File: config.mk
export PLATFORM = sky130hd
export DESIGN_NAME = dvp_pattern_source
export DESIGN_NICKNAME = d
export VERILOG_FILES = /design/src/rtl/dvp_pattern_source.sv
export SDC_FILE = /design/constraint.sdc
export NUM_CORES = 1
export LEC_CHECK = 0
export ABC_AREA = 0
export BUFFER_PORTS_ARGS = -buffer_cell sky130_fd_sc_hd__buf_4
export CORE_MARGIN = 1
export CORE_UTILIZATION = 39
export DETAILED_ROUTE_END_ITERATION = 10
export PLACE_DENSITY_LB_ADDON = 0.08
export SYNTH_ARGS = -nofsm -noshare
export SYNTH_HDL_FRONTEND = slang
export SYNTH_SLANG_ARGS = --single-unit
File: constraint.sdc
create_clock -name clk_i -period 2.6 [get_ports clk_i]
set_input_delay 0.26 -clock clk_i [delete_from_list [all_inputs] [get_ports clk_i]]
set_output_delay 0.26 -clock clk_i [all_outputs]
set_load 0.05 [all_outputs]
File: src/rtl/dvp_pattern_source.sv
// dvp_pattern_source: OV5640-style DVP framing with RGB565 test patterns.
// Define DVP_PATTERN_CRC_EN to add a CRC-16/CCITT of each frame's active bytes.
module dvp_pattern_source #(
  parameter int H_ACTIVE    = 640,
  parameter int V_ACTIVE    = 480,
  parameter int HTS         = 1896,
  parameter int H_FRONT     = 20,
  parameter int VSYNC_LINES = 3,
  parameter int V_BACK      = 10,
  parameter int V_FRONT     = 10,
  parameter int CLK_DIV     = 2
) (
  input  logic        clk_i,
  input  logic        reset_i,
  input  logic        start_i,
  input  logic        stop_i,
  input  logic [15:0] frames_i,
  input  logic [1:0]  mode_i,
  input  logic [15:0] solid_i,
  output logic        cam_pclk_o,
  output logic        cam_vsync_o,
  output logic        cam_href_o,
  output logic [7:0]  cam_half_pixel_o,
  output logic        busy_o,
  output logic        frame_done_o,
  output logic [15:0] frame_cnt_o,
  output logic [15:0] crc_o
);

  localparam int PW   = $clog2(CLK_DIV);
  localparam int HW   = $clog2(HTS);
  localparam int HEND = H_FRONT + 2 * H_ACTIVE;

  typedef enum logic [2:0] {
    S_IDLE, S_VS, S_VBP, S_ACT, S_VFP
  } state_t;

  state_t        st, st_n;
  logic [PW-1:0] phase, phase_n;
  logic [HW-1:0] hcnt, hcnt_n, off;
  logic [15:0]   lcnt, lcnt_n, x, pix;
  logic [15:0]   bar_acc, acc8, solid_q;
  logic [2:0]    bar_idx;
  logic [1:0]    mode_q;
  logic          stop_seen, tick, pre, line_end;
  logic          frame_last, act_byte, done_run;
  logic          vs_entry, idle_entry;

  function automatic logic [15:0] bar_color(input logic [2:0] i);
    logic [15:0] c;
    unique case (i)
      3'd0: c = 16'hFFFF;
      3'd1: c = 16'hFFE0;
      3'd2: c = 16'h07FF;
      3'd3: c = 16'h07E0;
      3'd4: c = 16'hF81F;
      3'd5: c = 16'hF800;
      3'd6: c = 16'h001F;
      3'd7: c = 16'h0000;
    endcase
    return c;
  endfunction

  assign tick       = phase == PW'(CLK_DIV - 1);
  assign pre        = phase == PW'(CLK_DIV - 2);
  assign phase_n    = tick ? '0 : phase + 1'b1;
  assign line_end   = hcnt == HW'(HTS - 1);
  assign frame_last = st == S_VFP && lcnt == 16'(V_FRONT - 1)
                      && line_end;
  assign act_byte   = st == S_ACT && hcnt >= HW'(H_FRONT)
                      && hcnt < HW'(HEND);
  assign off        = hcnt - HW'(H_FRONT);
  assign x          = 16'(off[HW-1:1]);
  assign acc8       = bar_acc + 16'd8;
  assign done_run   = stop_seen || stop_i
                      || (frames_i != '0 && frame_cnt_o == frames_i);
  assign vs_entry   = tick && st_n == S_VS && st != S_VS;
  assign idle_entry = tick && st_n == S_IDLE && st != S_IDLE;

  always_comb begin
    st_n   = st;
    hcnt_n = line_end ? '0 : hcnt + 1'b1;
    lcnt_n = lcnt;
    unique case (st)
      S_IDLE: begin
        hcnt_n = '0;
        lcnt_n = '0;
        if (busy_o) st_n = S_VS;
      end
      S_VS: if (line_end) begin
        lcnt_n = lcnt + 16'd1;
        if (lcnt == 16'(VSYNC_LINES - 1)) begin
          st_n   = S_VBP;
          lcnt_n = '0;
        end
      end
      S_VBP: if (line_end) begin
        lcnt_n = lcnt + 16'd1;
        if (lcnt == 16'(V_BACK - 1)) begin
          st_n   = S_ACT;
          lcnt_n = '0;
        end
      end
      S_ACT: if (line_end) begin
        lcnt_n = lcnt + 16'd1;
        if (lcnt == 16'(V_ACTIVE - 1)) begin
          st_n   = S_VFP;
          lcnt_n = '0;
        end
      end
      S_VFP: if (line_end) begin
        lcnt_n = lcnt + 16'd1;
        if (lcnt == 16'(V_FRONT - 1)) begin
          st_n   = done_run ? S_IDLE : S_VS;
          lcnt_n = '0;
        end
      end
      default: st_n = S_IDLE;
    endcase
  end

  always_comb begin
    pix = 16'h0000;
    unique case (mode_q)
      2'd0:    pix = bar_color(bar_idx);
      2'd1:    pix = x + lcnt;
      2'd2:    pix = (x[5] ^ lcnt[5]) ? 16'hFFFF : 16'h0000;
      default: pix = solid_q;
    endcase
  end

  // Framing decodes straight from period state, which only moves at phase 0.
  assign cam_vsync_o      = st == S_IDLE || st == S_VS || st == S_VFP;
  assign cam_href_o       = act_byte;
  assign cam_half_pixel_o = !act_byte ? 8'h00 :
                            off[0] ? pix[7:0] : pix[15:8];

  always_ff @(posedge clk_i) begin
    if (reset_i) begin
      phase        <= '0;
      cam_pclk_o   <= 1'b0;
      st           <= S_IDLE;
      hcnt         <= '0;
      lcnt         <= '0;
      busy_o       <= 1'b0;
      stop_seen    <= 1'b0;
      frame_done_o <= 1'b0;
      frame_cnt_o  <= '0;
      mode_q       <= '0;
      solid_q      <= '0;
      bar_acc      <= '0;
      bar_idx      <= '0;
    end else begin
      phase        <= phase_n;
      cam_pclk_o   <= phase_n >= PW'(CLK_DIV / 2);
      frame_done_o <= pre && frame_last;
      if (st == S_IDLE && !busy_o && start_i) begin
        busy_o      <= 1'b1;
        frame_cnt_o <= '0;
      end
      if (busy_o && stop_i) stop_seen <= 1'b1;
      if (pre && frame_last) frame_cnt_o <= frame_cnt_o + 16'd1;
      if (tick) begin
        st   <= st_n;
        hcnt <= hcnt_n;
        lcnt <= lcnt_n;
        if (!act_byte) begin
          bar_acc <= '0;
          bar_idx <= '0;
        end else if (off[0]) begin
          if (acc8 >= 16'(H_ACTIVE)) begin
            bar_acc <= acc8 - 16'(H_ACTIVE);
            bar_idx <= bar_idx + 3'd1;
          end else begin
            bar_acc <= acc8;
          end
        end
      end
      if (vs_entry) begin
        mode_q  <= mode_i;
        solid_q <= solid_i;
      end
      if (idle_entry) begin
        busy_o    <= 1'b0;
        stop_seen <= 1'b0;
      end
    end
  end

`ifdef DVP_PATTERN_CRC_EN
  logic [15:0] crc_run;

  function automatic logic [15:0] crc_step(
    input logic [15:0] c,
    input logic [7:0]  d
  );
    logic [15:0] r;
    r = c ^ {d, 8'h00};
    for (int i = 0; i < 8; i++)
      r = r[15] ? ((r << 1) ^ 16'h1021) : (r << 1);
    return r;
  endfunction

  always_ff @(posedge clk_i) begin
    if (reset_i) begin
      crc_run <= 16'hFFFF;
      crc_o   <= '0;
    end else begin
      if (vs_entry) crc_run <= 16'hFFFF;
      else if (tick && act_byte)
        crc_run <= crc_step(crc_run, cam_half_pixel_o);
      if (pre && frame_last) crc_o <= crc_run;
    end
  end
`else
  assign crc_o = '0;
`endif

endmodule

==> impl_metrics.json <==
{
  "cp-start-kind": "flop",
  "drive_gt1_share_pct": 33.7,
  "start_util_pct": 40.5,
  "cts_made_buffers": 9,
  "required_ns": 2.34,
  "r2r_end": "solid_q[6]",
  "synthArstFlopShare_pct": 0,
  "synth_xor_area_share_pct": 10.1,
  "vias": 6434,
  "p_leak_nw": 3.55,
  "grt_pass1_wl_um": 30400,
  "fmax_mhz": 307,
  "ff_latch_area_mm2": 0.00175,
  "min_period_ns": 3.26,
  "hold_path_startpoint": "start_i",
  "yosysSeqAreaShare_pct": 28.0,
  "tns_ns": -7.82,
  "io_pins": 83,
  "synth-simple-area-share_pct": 28.3,
  "fin_crit_sh_pct": 125,
  "synth_top_family_by_area": "simple AND/OR/NAND/NOR gates",
  "switchingPower_mw": 0.870,
  "maxSlewViolCount": 0,
  "worst-setup-path-type": "reg -> out",
  "synthMuxAreaShare_pct": 4.22,
  "die_h_um": 128,
  "grt_use_total_pct": 23.2,
  "antenna_cells": 0,
  "skew_ns": 0.00812,
  "ant_nets": 0,
  "grt_pass1_vias": 6200,
  "worstReg2RegStart": "lcnt[1]",
  "worst_setup_path_end_kind": "output port",
  "htreeDepth": 3,
  "first_iter_violations": 319,
  "hold_violations": 0,
  "r2r_cells": 13,
  "dp_slack_ns": -0.394,
  "avgViaCountPerCell": 5.39,
  "setup_ws_ns": -0.655,
  "path_clk_slew_ns": 0.06,
  "multi_input_area_mm2": 0.00468,
  "switching_share_pct": 27.4,
  "status": "finished, violations left",
  "drc_errors": 0,
  "r2r_slack_ns": -0.22,
  "antenna_found_initial": 0,
  "dieArea_mm2": 0.0165,
  "grt_max_degree": 40,
  "cts_buffer_depth": 2,
  "internal-power_mw": 2.31,
  "pwr-share-clk_pct": 39.9,
  "syn-cell-area_mm2": 0.00623,
  "fillers": 1424,
  "syn-instance-count": 805,
  "hold_end": "busy_o",
  "syn_area_per_cell_um2": 7.74,
  "clock_latency_ns": 0.35,
  "totalWireLength_um": 18700,
  "nets": 1040,
  "tightest_slew_ns": 0.684,
  "p_comb_share_pct": 16.4,
  "crit_path_max_fanout": 4,
  "root_buffer": "clkbuf_16",
  "io_buffers": 66,
  "design_area_mm2": 0.00877,
  "first_pass_iters": 7,
  "irDropWorstVdd_uv": 288,
  "cts_tree": "yes",
  "rsz0062_at_grt": "yes",
  "synth_cell_types": 76,
  "routabilityCongestion": 0.875,
  "clock-sinks": 87,
  "setup-violations-final": 26,
  "placed_area_mm2": 0.00783,
  "wl_per_cell_um": 15.7,
  "ys_ff_latch": 87,
  "placement_rows": 45,
  "die_w_um": 128,
  "synth_edf_count": 0,
  "ys_warn_count": 0,
  "synth_compound_area_share_pct": 17.0,
  "grt_remaining_overflow": 0,
  "violations": "negative setup slack",
  "area_growth_pct": 40.9,
  "synthAdderAreaFrac_pct": 4.94,
  "fin_total_pwr_mw": 3.18,
  "cap_violations": 0,
  "dp_hpwl_um": 13600,
  "powerDensity_mw_per_mm2": 362,
  "whs_path_depth": 3,
  "arrival_ns": 3.00,
  "maxSlewHeadroom_pct": 54.2,
  "ys.flop_type": "dfxtp_1",
  "sequentialPowerShare_pct": 43.7,
  "core_mm2": 0.0154,
  "hold_class": "in -> reg",
  "hold_slack_ns": 0.151
}
-- final cells by class --
cell class                 count  share of cell area, %
clock buffer                  16                   3.21
sequential                    87                   20.0
multi-input combinational    650                   53.4
tap                          211                   3.01
inverter                      21                   1.07
timing repair buffer         209                   19.4
-- sequential cells by signal (all words and copies together) (netlist names), 2 cells and up, named ones only --
| register | count |
|---|---|
| st | 3 |
| lcnt | 16 |
| frame_cnt_o | 16 |
| bar_idx | 3 |
| mode_q | 2 |
| hcnt | 11 |
| bar_acc | 13 |
| solid_q | 16 |
-- layer usage --
layer  share of wire [%]  vias up  global-route usage (%)
li1                    -     3185                       -
met1                  45     3081                    29.4
met2                  49      141                    39.2
met3                 3.8       27                    4.86
met4                 2.1        0                    7.47
met5                   0        -                       0
-- critical path, stage by stage, from the launching register on --
cell	delay, ns
dfxtp_2	0.32
or3_4	0.41
nor2_4	0.12
nand2_4	0.07
xnor2_4	0.23
ha_4	0.25
a21oi_4	0.18
nand2_2	0.09
o21ai_4	0.20
buf_6	0.13
xnor2_2	0.11
a211oi_2	0.11
nor4_4	0.22
buf_6	0.19
-- cell usage after synthesis (4+ instances only) --
master	instances	area share [%]
o22ai_1	4	0.40
nand3_1	39	3.1
o21a_1	5	0.60
ha_1	23	4.6
o21ai_0	46	3.7
clkbuf_1	29	1.7
a21oi_1	46	3.7
or3b_2	4	0.56
or3_1	6	0.60
mux2i_1	24	3.9
buf_6	7	1.3
nand2_1	91	5.5
and4_1	6	0.84
nor2b_1	5	0.50
inv_1	19	1.1
and3_1	11	1.1
nand4_1	17	1.7
buf_4	16	1.9
a31oi_1	10	1.0
nor2_1	93	5.6
xor2_1	39	5.5
nor4_1	12	1.2
xnor2_1	33	4.6
a21o_1	4	0.48
dfxtp_1	87	28
o31ai_1	6	0.72
a211oi_1	12	1.4
nand3b_1	7	0.84
nor3_1	23	1.8
or4_1	4	0.48
o211ai_1	4	0.48
-- how the worst max path moves through the flow --
stage,startpoint,to,cells after the start
2_1_floorplan,hcnt[7],cam_half_pixel_o[7],12
3_3_place_gp,hcnt[7],cam_half_pixel_o[2],13
3_5_place_dp,hcnt[7],cam_half_pixel_o[2],13
4_1_cts,hcnt[7],cam_half_pixel_o[2],13
5_1_grt,hcnt[3],cam_half_pixel_o[2],14
6_report,hcnt[7],cam_half_pixel_o[2],13
-- power by group through the flow --
stage               Clock, mW  Combinational, mW  Sequential (mW)
detailed placement          0              0.454             1.42
finish                   1.27              0.522             1.39
global route             1.36              0.567             1.39
CTS                      1.31              0.513             1.39
floorplan                   0              0.300             1.41
global placement            0              0.449             1.42
-- stage by stage --
step           std cells  utilization, %
6_report            1194            57.1
5_1_grt             1194            57.1
4_1_cts             1190            55.4
3_5_place_dp        1161            51.0
3_3_place_gp        1161            51.0
2_1_floorplan        820               -
-- cell usage in the layout, fill, tap and decap left out, types with 16 or more instances in the layout --
cell type and count:
o21ai_0 29, a21oi_1 39, buf_6 23, dfxtp_1 81
xor2_1 37, mux2i_1 24, buf_4 182, nand3_1 38
nor3_1 18, inv_1 16, conb_1 16, nand4_1 17
xnor2_1 28, nand2_1 89, nor2_1 86
-- kinds of logic after synthesis --
kind of cell             after synthesis
AO/OA/AOI/OAI                        168
XOR/XNOR                              72
other                                  1
buffers and inverters                 83
flip-flops                            87
AND/OR/NAND/NOR                      345
multiplexers                          25
adder cells (fa/ha/maj)               24
-- timing repair --
action,in CTS,in global routing
setup endpoints to repair,33,54
gates cloned,3,0
hold buffers,0,0
hold endpoints to repair,0,0
gates resized for setup,65,63
pin swaps,33,32
buffers inserted,11,9
Note: power is estimated with default switching activity, not from simulation.
